[src/rtl/hzu_sb_if.sv]
// hzu_sb_if: pipeline-side signal bundle for the hazard/scoreboard unit.
// master = pipeline control driving stage info; slave = hzu_sb.
`timescale 1ns/1ps
interface hzu_sb_if #(
  parameter int REG_AW      = 5,
  parameter int NUM_REGS    = 32,
  parameter int MAX_PEND    = 4,
  parameter int CNT_W       = $clog2(MAX_PEND + 1),
  parameter int STALL_CNT_W = 16
);
  logic [REG_AW-1:0]      rs1_addr_id, rs2_addr_id, rd_addr_id;
  logic                   rs1_used_id, rs2_used_id, rd_we_id, is_store_id, is_long_id;
  logic                   issue_valid_ex, rd_we_ex, is_load_ex, is_long_ex, tk_brnch_ex;
  logic [REG_AW-1:0]      rd_addr_ex, rs1_addr_ex, rs2_addr_ex;
  logic [REG_AW-1:0]      rd_addr_mem, rs2_addr_mem;
  logic                   rd_we_mem, is_load_mem, is_store_mem;
  logic [REG_AW-1:0]      rd_addr_wb;
  logic                   rd_we_wb;
  logic                   lr_done;
  logic [REG_AW-1:0]      lr_rd_addr;
  logic [1:0]             forward_a_sel, forward_b_sel;
  logic                   forward_store_sel, stall, flush_if_id, flush_id_ex;
  logic [NUM_REGS-1:0]    sb_busy;
  logic [CNT_W-1:0]       pend_cnt;
  logic                   sb_full, err_spurious;
  logic [STALL_CNT_W-1:0] stall_cnt;

  modport master (
    output rs1_addr_id, rs2_addr_id, rs1_used_id, rs2_used_id, rd_addr_id, rd_we_id,
           is_store_id, is_long_id, issue_valid_ex, rd_addr_ex, rd_we_ex, is_load_ex,
           is_long_ex, rs1_addr_ex, rs2_addr_ex, tk_brnch_ex, rd_addr_mem, rd_we_mem,
           is_load_mem, is_store_mem, rs2_addr_mem, rd_addr_wb, rd_we_wb, lr_done, lr_rd_addr,
    input  forward_a_sel, forward_b_sel, forward_store_sel, stall, flush_if_id, flush_id_ex,
           sb_busy, pend_cnt, sb_full, err_spurious, stall_cnt
  );

  modport slave (
    input  rs1_addr_id, rs2_addr_id, rs1_used_id, rs2_used_id, rd_addr_id, rd_we_id,
           is_store_id, is_long_id, issue_valid_ex, rd_addr_ex, rd_we_ex, is_load_ex,
           is_long_ex, rs1_addr_ex, rs2_addr_ex, tk_brnch_ex, rd_addr_mem, rd_we_mem,
           is_load_mem, is_store_mem, rs2_addr_mem, rd_addr_wb, rd_we_wb, lr_done, lr_rd_addr,
    output forward_a_sel, forward_b_sel, forward_store_sel, stall, flush_if_id, flush_id_ex,
           sb_busy, pend_cnt, sb_full, err_spurious, stall_cnt
  );
endinterface

[src/rtl/hzu_sb.sv]
// hzu_sb: hazard/forwarding unit with a scoreboard for out-of-band
// long-latency writebacks, plus a saturating stall-cycle counter.
`timescale 1ns/1ps
module hzu_sb #(
  parameter int REG_AW       = 5,
  parameter int NUM_REGS     = 32,
  parameter int MAX_PEND     = 4,
  parameter int CNT_W        = $clog2(MAX_PEND + 1),
  parameter bit STORE_WB_FWD = 1'b1,
  parameter int STALL_CNT_W  = 16
) (
  input logic   clk,
  input logic   rst_n,
  hzu_sb_if.slave hz
);

  logic [NUM_REGS-1:0]    sb_busy_q, busy_eff, busy_nx, set_mask, clr_mask;
  logic [CNT_W-1:0]       pend_q;
  logic [CNT_W:0]         pend_plus;
  logic                   err_q;
  logic [STALL_CNT_W-1:0] stall_cnt_q;
  logic                   set_ev, clr_ev, full_w, stall_w;
  logic                   st_lu, st_store, st_sb;

  // Producer/consumer match; x0 is never a real dependency.
  function automatic logic dep(input logic [REG_AW-1:0] src, input logic [REG_AW-1:0] dst,
                               input logic we);
    return we && (src == dst) && (dst != '0);
  endfunction

  // Scoreboard events and effective busy view (issuing op counts as busy, completions do not bypass).
  always_comb begin
    set_ev   = hz.issue_valid_ex & hz.is_long_ex & hz.rd_we_ex & (hz.rd_addr_ex != '0);
    clr_ev   = hz.lr_done & (hz.lr_rd_addr != '0) & sb_busy_q[hz.lr_rd_addr];
    set_mask = '0;
    clr_mask = '0;
    if (set_ev) set_mask[hz.rd_addr_ex] = 1'b1;
    if (clr_ev) clr_mask[hz.lr_rd_addr] = 1'b1;
    busy_eff  = sb_busy_q | set_mask;
    busy_nx   = (sb_busy_q & ~clr_mask) | set_mask;
    pend_plus = {1'b0, pend_q} + {{CNT_W{1'b0}}, set_ev};
    full_w    = (pend_q == CNT_W'(MAX_PEND));
  end

  // Forwarding selection and stall/flush generation.
  always_comb begin
    hz.forward_a_sel = 2'b00;
    hz.forward_b_sel = 2'b00;
    if (dep(hz.rs1_addr_ex, hz.rd_addr_mem, hz.rd_we_mem & ~hz.is_load_mem))
      hz.forward_a_sel = 2'b01;
    else if (dep(hz.rs1_addr_ex, hz.rd_addr_wb, hz.rd_we_wb))
      hz.forward_a_sel = 2'b10;
    if (dep(hz.rs2_addr_ex, hz.rd_addr_mem, hz.rd_we_mem & ~hz.is_load_mem))
      hz.forward_b_sel = 2'b01;
    else if (dep(hz.rs2_addr_ex, hz.rd_addr_wb, hz.rd_we_wb))
      hz.forward_b_sel = 2'b10;
    hz.forward_store_sel = hz.is_store_mem & dep(hz.rs2_addr_mem, hz.rd_addr_wb, hz.rd_we_wb);

    st_lu = hz.is_load_ex &
            ((hz.rs1_used_id & dep(hz.rs1_addr_id, hz.rd_addr_ex, hz.rd_we_ex)) |
             (hz.rs2_used_id & ~hz.is_store_id & dep(hz.rs2_addr_id, hz.rd_addr_ex, hz.rd_we_ex)));
    st_store = hz.is_store_id &
               ((hz.is_load_ex  & dep(hz.rs2_addr_id, hz.rd_addr_ex,  hz.rd_we_ex)) |
                (hz.is_load_mem & dep(hz.rs2_addr_id, hz.rd_addr_mem, hz.rd_we_mem)) |
                (!STORE_WB_FWD  & dep(hz.rs2_addr_id, hz.rd_addr_wb,  hz.rd_we_wb)));
    st_sb = (hz.rs1_used_id & busy_eff[hz.rs1_addr_id]) |
            (hz.rs2_used_id & busy_eff[hz.rs2_addr_id]) |
            (hz.rd_we_id    & busy_eff[hz.rd_addr_id]) |
            (hz.is_long_id  & (pend_plus == (CNT_W + 1)'(MAX_PEND)));
    stall_w = st_lu | st_store | st_sb;

    hz.stall       = stall_w;
    hz.flush_if_id = hz.tk_brnch_ex;
    hz.flush_id_ex = hz.tk_brnch_ex | stall_w;
  end

  // Scoreboard, pending count, sticky error and stall counter state.
  always_ff @(posedge clk or negedge rst_n) begin
    if (!rst_n) begin
      sb_busy_q   <= '0;
      pend_q      <= '0;
      err_q       <= 1'b0;
      stall_cnt_q <= '0;
    end else begin
      sb_busy_q <= busy_nx;
      // Set+clear on the same cycle leaves the count unchanged whether or not the regs differ.
      unique case ({set_ev, clr_ev})
        2'b10:   if (!full_w) pend_q <= pend_q + CNT_W'(1);
        2'b01:   pend_q <= pend_q - CNT_W'(1);
        default: pend_q <= pend_q;
      endcase
      if (hz.lr_done && !clr_ev) err_q <= 1'b1;
      if (stall_w && (stall_cnt_q != '1)) stall_cnt_q <= stall_cnt_q + STALL_CNT_W'(1);
    end
  end

  // Drive scoreboard status outputs from state.
  always_comb begin
    hz.sb_busy      = sb_busy_q;
    hz.pend_cnt     = pend_q;
    hz.sb_full      = full_w;
    hz.err_spurious = err_q;
    hz.stall_cnt    = stall_cnt_q;
  end

  // Only a net increment at full occupancy could wrap the count; the ID stall must prevent it.
  ap_no_wrap: assert property (@(posedge clk) disable iff (!rst_n) !(set_ev && !clr_ev && full_w));

endmodule

[src/flat_wrapper.sv]
// flat-port wrapper written by rule: the top's interface ports become plain ports
module hzu_sb_flat 
#(
  parameter int REG_AW       = 5,
  parameter int NUM_REGS     = 32,
  parameter int MAX_PEND     = 4,
  parameter int CNT_W        = $clog2(MAX_PEND + 1),
  parameter bit STORE_WB_FWD = 1'b1,
  parameter int STALL_CNT_W  = 16
)
  (clk, rst_n, hz_rs1_addr_id, hz_rs2_addr_id, hz_rs1_used_id, hz_rs2_used_id, hz_rd_addr_id, hz_rd_we_id, hz_is_store_id, hz_is_long_id, hz_issue_valid_ex, hz_rd_addr_ex, hz_rd_we_ex, hz_is_load_ex, hz_is_long_ex, hz_rs1_addr_ex, hz_rs2_addr_ex, hz_tk_brnch_ex, hz_rd_addr_mem, hz_rd_we_mem, hz_is_load_mem, hz_is_store_mem, hz_rs2_addr_mem, hz_rd_addr_wb, hz_rd_we_wb, hz_lr_done, hz_lr_rd_addr, hz_forward_a_sel, hz_forward_b_sel, hz_forward_store_sel, hz_stall, hz_flush_if_id, hz_flush_id_ex, hz_sb_busy, hz_pend_cnt, hz_sb_full, hz_err_spurious, hz_stall_cnt);
  hzu_sb_if #(.REG_AW(REG_AW), .NUM_REGS(NUM_REGS), .MAX_PEND(MAX_PEND), .CNT_W(CNT_W), .STALL_CNT_W(STALL_CNT_W)) hz_i ();
  input logic clk;
  input logic rst_n;
  input wire logic [$bits(hz_i.rs1_addr_id)-1:0] hz_rs1_addr_id;
  input wire logic [$bits(hz_i.rs2_addr_id)-1:0] hz_rs2_addr_id;
  input wire logic [$bits(hz_i.rs1_used_id)-1:0] hz_rs1_used_id;
  input wire logic [$bits(hz_i.rs2_used_id)-1:0] hz_rs2_used_id;
  input wire logic [$bits(hz_i.rd_addr_id)-1:0] hz_rd_addr_id;
  input wire logic [$bits(hz_i.rd_we_id)-1:0] hz_rd_we_id;
  input wire logic [$bits(hz_i.is_store_id)-1:0] hz_is_store_id;
  input wire logic [$bits(hz_i.is_long_id)-1:0] hz_is_long_id;
  input wire logic [$bits(hz_i.issue_valid_ex)-1:0] hz_issue_valid_ex;
  input wire logic [$bits(hz_i.rd_addr_ex)-1:0] hz_rd_addr_ex;
  input wire logic [$bits(hz_i.rd_we_ex)-1:0] hz_rd_we_ex;
  input wire logic [$bits(hz_i.is_load_ex)-1:0] hz_is_load_ex;
  input wire logic [$bits(hz_i.is_long_ex)-1:0] hz_is_long_ex;
  input wire logic [$bits(hz_i.rs1_addr_ex)-1:0] hz_rs1_addr_ex;
  input wire logic [$bits(hz_i.rs2_addr_ex)-1:0] hz_rs2_addr_ex;
  input wire logic [$bits(hz_i.tk_brnch_ex)-1:0] hz_tk_brnch_ex;
  input wire logic [$bits(hz_i.rd_addr_mem)-1:0] hz_rd_addr_mem;
  input wire logic [$bits(hz_i.rd_we_mem)-1:0] hz_rd_we_mem;
  input wire logic [$bits(hz_i.is_load_mem)-1:0] hz_is_load_mem;
  input wire logic [$bits(hz_i.is_store_mem)-1:0] hz_is_store_mem;
  input wire logic [$bits(hz_i.rs2_addr_mem)-1:0] hz_rs2_addr_mem;
  input wire logic [$bits(hz_i.rd_addr_wb)-1:0] hz_rd_addr_wb;
  input wire logic [$bits(hz_i.rd_we_wb)-1:0] hz_rd_we_wb;
  input wire logic [$bits(hz_i.lr_done)-1:0] hz_lr_done;
  input wire logic [$bits(hz_i.lr_rd_addr)-1:0] hz_lr_rd_addr;
  output wire logic [$bits(hz_i.forward_a_sel)-1:0] hz_forward_a_sel;
  output wire logic [$bits(hz_i.forward_b_sel)-1:0] hz_forward_b_sel;
  output wire logic [$bits(hz_i.forward_store_sel)-1:0] hz_forward_store_sel;
  output wire logic [$bits(hz_i.stall)-1:0] hz_stall;
  output wire logic [$bits(hz_i.flush_if_id)-1:0] hz_flush_if_id;
  output wire logic [$bits(hz_i.flush_id_ex)-1:0] hz_flush_id_ex;
  output wire logic [$bits(hz_i.sb_busy)-1:0] hz_sb_busy;
  output wire logic [$bits(hz_i.pend_cnt)-1:0] hz_pend_cnt;
  output wire logic [$bits(hz_i.sb_full)-1:0] hz_sb_full;
  output wire logic [$bits(hz_i.err_spurious)-1:0] hz_err_spurious;
  output wire logic [$bits(hz_i.stall_cnt)-1:0] hz_stall_cnt;
  assign hz_i.rs1_addr_id = hz_rs1_addr_id;
  assign hz_i.rs2_addr_id = hz_rs2_addr_id;
  assign hz_i.rs1_used_id = hz_rs1_used_id;
  assign hz_i.rs2_used_id = hz_rs2_used_id;
  assign hz_i.rd_addr_id = hz_rd_addr_id;
  assign hz_i.rd_we_id = hz_rd_we_id;
  assign hz_i.is_store_id = hz_is_store_id;
  assign hz_i.is_long_id = hz_is_long_id;
  assign hz_i.issue_valid_ex = hz_issue_valid_ex;
  assign hz_i.rd_addr_ex = hz_rd_addr_ex;
  assign hz_i.rd_we_ex = hz_rd_we_ex;
  assign hz_i.is_load_ex = hz_is_load_ex;
  assign hz_i.is_long_ex = hz_is_long_ex;
  assign hz_i.rs1_addr_ex = hz_rs1_addr_ex;
  assign hz_i.rs2_addr_ex = hz_rs2_addr_ex;
  assign hz_i.tk_brnch_ex = hz_tk_brnch_ex;
  assign hz_i.rd_addr_mem = hz_rd_addr_mem;
  assign hz_i.rd_we_mem = hz_rd_we_mem;
  assign hz_i.is_load_mem = hz_is_load_mem;
  assign hz_i.is_store_mem = hz_is_store_mem;
  assign hz_i.rs2_addr_mem = hz_rs2_addr_mem;
  assign hz_i.rd_addr_wb = hz_rd_addr_wb;
  assign hz_i.rd_we_wb = hz_rd_we_wb;
  assign hz_i.lr_done = hz_lr_done;
  assign hz_i.lr_rd_addr = hz_lr_rd_addr;
  assign hz_forward_a_sel = hz_i.forward_a_sel;
  assign hz_forward_b_sel = hz_i.forward_b_sel;
  assign hz_forward_store_sel = hz_i.forward_store_sel;
  assign hz_stall = hz_i.stall;
  assign hz_flush_if_id = hz_i.flush_if_id;
  assign hz_flush_id_ex = hz_i.flush_id_ex;
  assign hz_sb_busy = hz_i.sb_busy;
  assign hz_pend_cnt = hz_i.pend_cnt;
  assign hz_sb_full = hz_i.sb_full;
  assign hz_err_spurious = hz_i.err_spurious;
  assign hz_stall_cnt = hz_i.stall_cnt;
  hzu_sb #(.REG_AW(REG_AW), .NUM_REGS(NUM_REGS), .MAX_PEND(MAX_PEND), .CNT_W(CNT_W), .STORE_WB_FWD(STORE_WB_FWD), .STALL_CNT_W(STALL_CNT_W)) u_core (.clk(clk), .rst_n(rst_n), .hz(hz_i));
endmodule
[config.mk]
export PLATFORM = sky130hd
export DESIGN_NAME = hzu_sb_flat
export DESIGN_NICKNAME = d
export VERILOG_FILES = /design/src/rtl/hzu_sb_if.sv /design/src/rtl/hzu_sb.sv /design/src/flat_wrapper.sv
export SDC_FILE = /design/constraint.sdc
export NUM_CORES = 1
export LEC_CHECK = 0
export ABC_AREA = 1
export BUFFER_PORTS_ARGS = -buffer_cell sky130_fd_sc_hd__buf_2
export CORE_ASPECT_RATIO = 0.7
export CORE_MARGIN = 2
export CORE_UTILIZATION = 50
export DETAILED_ROUTE_END_ITERATION = 7
export PLACE_DENSITY = 0.76
export SYNTH_ARGS = -nofsm -noshare
export SYNTH_HDL_FRONTEND = slang
export SYNTH_SLANG_ARGS = --single-unit
[constraint.sdc]
create_clock -name clk -period 6.1 [get_ports clk]
set_clock_uncertainty 0.05 [all_clocks]
set_input_delay 0.305 -clock clk [delete_from_list [all_inputs] [get_ports clk]]
set_output_delay 0.305 -clock clk [all_outputs]
set_load 0.1 [all_outputs]
==> flow_metrics.tcl, run 1 <==
set metrics [dict create \
    cp_data_required_time_ns 5.74 \
    synthAdderAreaFrac 0.0116 \
    synthTopCellsByCount "nand2_1 (267), nand3_1 (156), inv_1 (119)" \
    status "finished, final reports clean" \
    h-tree-depth 2 \
    layout_min_cycle_time_ns 3.32 \
    syn_avg_cell_area_um2 6.09 \
    finalWirelength_um 16900 \
    area_delta_synth_final_pct 16.7 \
    synth-compound-area-share 0.0879 \
    synth_nets 885 \
    cts_buffer_depth 2 \
    cts_tree "done" \
    drive_gt1_frac 0.181 \
    critPathLaunchType "input port" \
    setup_violations 0 \
    syn_inst 814 \
    grt_use_total 0.316 \
    die_x_um 123 \
    core_mm2 0.00968 \
    synth_top_family_by_area "simple AND/OR/NAND/NOR gates" \
    cts-resized-gates 0 \
    crit_fanout 18 \
    yosys.area_share.simple 0.460 \
    grt_max_degree 53 \
    port-buffer-count 127 \
    rsz0062_at_grt "no" \
    whs_ns 0.0600 \
    ios 128 \
    yosys_most_used_dff "dfrtp_1" \
    clk_pin_slew_ns 0.06 \
    synthXorXnorAreaFrac 0.0548 \
    p_per_area_mw_per_mm2 349 \
    drc_errors 0 \
    p_total_uw 2020 \
    fill_cells 1007 \
    grt_pass1_wl_um 26600 \
    dieArea_mm2 0.0107 \
    relSlewSlack 0.377 \
    netlist_area_mm2 0.00496 \
    synth_edf_count 0 \
    grt_overflow 0 \
    netlist.area_leader.share 0.263 \
    synthArstFlopShare 1.00 \
    drt-initial-drc-count 761 \
    worst_ep_arrival_time_ns 2.97 \
    post_cts_buffers 0 \
    start_util 0.512 \
    nets 998 \
    ff2ff_path_depth 13 \
    postRouteAntennaNets 0 \
    place_area_mm2 0.00564 \
    n_antenna_cell 0 \
    holdCritPathClass "in -> async" \
    rows 30 \
    insertion_delay_ns 0.30 \
    firstDrtPassIters 6 \
    drv_cap 0 \
    crit_type "in -> out" \
    hold_viol_final 0 \
    ys_warn_count 0 \
    worstMarginPinSlew_ns 0.927 \
    synth_top_area_cell "dfrtp_1" \
    dp_hpwl_um 13200 \
    finalSetupTns_ns 0 \
    synthDistinctLibCells 45 \
    reg2reg_slack_ns 3.22 \
    finalCritPeriodShare 0.544 \
    cts_root_buf "clkbuf_16" \
    yosysMostFrequentCell "nand2_1" \
    gp_congestion 1.05 \
    routedWlPerCell_um 16.0 \
    antenna_found_initial 0 \
    die_h_um 87.3 \
    slew_viol_final 0 \
    synth_seq_area_share 0.263 \
    total_leakage_power_uw 0.00313 \
    vias_per_cell 5.66 \
    design_area_mm2 0.00578 \
    crit_path_start "hz_rd_addr_ex[4]" \
    synthTopCellsByArea "dfrtp_1 (26%), nand2_1 (20%), nand3_1 (16%)" \
    grt_pass1_vias 5328 \
    final_util 0.597 \
    critPathCapture "hz_flush_id_ex" \
    cts_hold_buf 0 \
    rr_startpoint "u_core.hz.sb_busy[15]" \
    clkSinkCount 52 \
    fmax_ghz 0.301 \
    synth_mux_area_frac 0 \
    cp-end-kind "output pin" \
    regToRegEndpoint "u_core.hz.pend_cnt[1]" \
    max-vdd-ir-drop_uv 231 \
    numCtsBuffers 5 \
    ys_ff_latch 52 \
    vias 5970 \
]
-- power by group --
| group | switching, µW | internal [µW] | leakage (µW) |
|---|---|---|---|
| clock | 129 | 162 | 0.0000729 |
| sequential | 65.6 | 422 | 0.000605 |
| combinational | 1010 | 230 | 0.00245 |
-- per-layer routing --
layer  global-route usage  wire, µm  vias up
met3               0.0877      2230       43
met2                0.434      6610      400
met5               0.0385        46        -
met4               0.0795       326        2
met1                0.476      7670     2655
li1                     -         -     2870
-- worst min path at each step --
stage	startpoint	to	cells after the start	slack (ns)
after floorplan	rst_n	u_core.hz.err_spurious	0	-0.04
after global placement	u_core.hz.sb_busy[0]	u_core.hz.sb_busy[0]	0	0.34
after CTS	rst_n	u_core.hz.stall_cnt[0]	2	0.11
after detailed placement	u_core.hz.sb_busy[0]	u_core.hz.sb_busy[0]	0	0.34
final	rst_n	u_core.hz.sb_busy[15]	2	0.06
after global routing	rst_n	u_core.hz.sb_busy[10]	2	0.14
-- stage by stage --
stage	setup WS [ns]	std cells
floorplan	0.150	814
global route	2.54	1055
detailed placement	2.80	1048
global placement	2.84	1048
finish	2.78	1055
CTS	2.79	1055
-- worst max-delay path: stages --
cell     delay, ns
buf_2         0.13
inv_1         0.07
nand2_1       0.09
nor2_2        0.19
nand3_1       0.14
nand2_1       0.14
inv_1         0.06
ha_1          0.19
ha_1          0.28
nor2_1        0.11
nand4_1       0.17
nand3_1       0.16
a21oi_2       0.04
nand2_2       0.11
inv_2         0.05
nand2_4       0.18
or2_2         0.14
buf_2         0.41
-- kinds of logic after synthesis --
family | after synthesis
xor+xnor | 31
fa+ha+maj | 4
simple gates | 506
buf+inv | 150
compound gates | 71
flops | 52
-- sequential cells by signal (all words and copies together) (netlist names) --
register / flops
u_core.hz.err_spurious: 1
u_core.hz.pend_cnt: 3
u_core.hz.sb_busy: 32
u_core.hz.stall_cnt: 16
-- cell type report --
class / instances / area, µm² / area share
tap: 128 / 160 / 0.0277
sequential: 52 / 1300 / 0.225
inverter: 128 / 480 / 0.0831
multi-input combinational: 612 / 3050 / 0.528
clock buffer: 6 / 139 / 0.0240
clock inverter: 1 / 8.76 / 0.00151
timing repair buffer: 128 / 643 / 0.111
-- placed cells by master, fill, tap and decap left out, drive strengths merged, types with 4 or more instances in the layout --
cell type    n
clkinv       4
dfrtp       52
nand3      160
xor2        22
clkbuf       6
nor3        22
buf        128
nand4       10
inv        125
nor2        35
o21ai       29
nand2      270
a21oi        9
o22ai       20
xnor2        9
(Power assumes the default switching activity.)
==> run 2: changes to the inputs <==
--- a/config.mk
+++ b/config.mk
@@ -9,9 +9,9 @@
 export BUFFER_PORTS_ARGS = -buffer_cell sky130_fd_sc_hd__buf_2
 export CORE_ASPECT_RATIO = 0.7
 export CORE_MARGIN = 2
-export CORE_UTILIZATION = 50
+export CORE_UTILIZATION = 49
 export DETAILED_ROUTE_END_ITERATION = 7
-export PLACE_DENSITY = 0.76
+export PLACE_DENSITY = 0.78
 export SYNTH_ARGS = -nofsm -noshare
 export SYNTH_HDL_FRONTEND = slang
 export SYNTH_SLANG_ARGS = --single-unit
==> constraint.sdc (replaced) <==
create_clock -name clk -period 2.9 [get_ports clk]
set_clock_uncertainty 0.05 [all_clocks]
set_input_delay 0.145 -clock clk [delete_from_list [all_inputs] [get_ports clk]]
set_output_delay 0.145 -clock clk [all_outputs]
set_load 0.1 [all_outputs]
==> flow_metrics.tcl, run 2 (same netlist as run 1, synthesis figures left out) <==
set metrics [dict create \
    crit_type "in -> out" \
    cp_data_required_time_ns 2.71 \
    insertion_delay_ns 0.30 \
    gp_congestion 1.03 \
    firstDrtPassIters 8 \
    die_h_um 88.1 \
    grt_use_met1 0.454 \
    cts_tree "done" \
    finalWirelength_um 17100 \
    finalSetupTns_ns 0 \
    start_util 0.508 \
    worst_ep_arrival_time_ns 2.56 \
    crit_fanout 5 \
    port-buffer-count 127 \
    holdCritPathClass "in -> reg" \
    setup_violations 0 \
    final_util 0.614 \
    fmax_ghz 0.362 \
    finalCritPeriodShare 0.952 \
    h-tree-depth 2 \
    cp-end-kind "output pin" \
    dieArea_mm2 0.0109 \
    numCtsBuffers 5 \
    hold_path_depth 2 \
    rows 30 \
    ios 128 \
    clkSinkCount 52 \
    p_total_uw 4310 \
    critPathLaunchType "input port" \
    antenna_found_initial 0 \
    core_mm2 0.00976 \
    slew_viol_final 0 \
    p_per_area_mw_per_mm2 719 \
    largest_register_ffs 32 \
    grt_pass1_vias 5472 \
    layout_min_cycle_time_ns 2.76 \
    vias_per_cell 5.62 \
    drv_cap 0 \
    drc_errors 0 \
    cts_root_buf "clkbuf_16" \
    max-vdd-ir-drop_uv 412 \
    grt_overflow 0 \
    ff2ff_path_depth 13 \
    post_cts_buffers 0 \
    n_antenna_cell 0 \
    grt_max_degree 33 \
    status "finished, final reports clean" \
    grt-busiest-layer "met1" \
    vias 6055 \
    grt_pass1_wl_um 27300 \
    whs_ns 0.0539 \
    cts_buffer_depth 2 \
    fill_cells 995 \
    dp_hpwl_um 13600 \
    postRouteAntennaNets 0 \
    layout_commonest_cell "nand2_1" \
    mostFrequentLayoutCells "nand2_1 (267), nand3_1 (156), buf_2 (125), inv_1 (119), dfrtp_1 (52)" \
    area_delta_synth_final_pct 21.0 \
    relSlewSlack 0.637 \
    clk_pin_slew_ns 0.07 \
    total_leakage_power_uw 0.00325 \
    nets 1019 \
    hold_viol_final 0 \
    grtUsageMet3 0.103 \
    drive_gt1_frac 0.202 \
    worstMarginPinSlew_ns 0.542 \
    grt_use_total 0.312 \
    drt-initial-drc-count 790 \
    die_x_um 124 \
    routedWlPerCell_um 15.9 \
    grtUsageMet2 0.441 \
]
==> run 2: final timing paths <==
kind / start / to / slack, ns
setup / recovery: hz_rd_addr_ex[4] / hz_flush_id_ex / 0.14
max in group asynchronous: rst_n / u_core.hz.sb_busy[2] / 1.69
hold reg to reg: u_core.hz.sb_busy[0] / u_core.hz.sb_busy[0] / 0.35
setup reg to reg: u_core.hz.sb_busy[14] / u_core.hz.pend_cnt[1] / 0.42
min in group asynchronous: rst_n / u_core.hz.sb_busy[14] / 0.31
hold / removal: hz_lr_done / u_core.hz.err_spurious / 0.05
==> run 2: critical path, stage by stage <==
cell     delay, ns
buf_2         0.14
inv_1         0.07
nand2_1       0.12
nor2_4        0.16
nand3_1       0.10
nand2_1       0.12
inv_1         0.05
ha_1          0.20
ha_1          0.20
xor2_1        0.14
nand4_1       0.10
nand3_1       0.11
a21oi_2       0.15
nand2_2       0.11
inv_2         0.08
nand2_4       0.05
or2_2         0.27
buf_4         0.24
==> run 2: report_power, final <==
part           switching, µW  internal (µW)
Clock                    291            346
Combinational           2120            519
Sequential               153            887
==> run 2: per-stage QoR <==
stage / setup slack [ns] / cell area (µm²) / instances
4_1_cts: 0.0821 / 5990 / 1077
3_3_place_gp: 0.243 / 5830 / 1068
3_5_place_dp: 0.0853 / 5830 / 1068
2_1_floorplan: -1.24 / 4990 / 814
6_report: 0.140 / 6000 / 1077
5_1_grt: -0.0203 / 6000 / 1077
==> run 2: cell type report <==
class | instances | area [µm²] | share of cell area
Sequential cell | 52 | 1300 | 0.217
Clock inverter | 2 | 13.8 | 0.00230
Tap cell | 128 | 160 | 0.0267
Inverter | 128 | 480 | 0.0801
Multi-Input combinational cell | 612 | 3080 | 0.514
Clock buffer | 6 | 139 | 0.0232
Timing Repair Buffer | 149 | 821 | 0.137
==> run 2: what timing repair did <==
item	CTS	global route
gates resized for setup	0	3
setup endpoints to repair	0	1
hold buffers	1	0
endpoints found under the hold margin	20	0
==> run 2: per-layer routing <==
layer  vias up  part of all wire
li1       2915                 -
met1      2661              0.44
met2       438              0.39
met3        41              0.15
met4         0             0.021
met5         -                 0
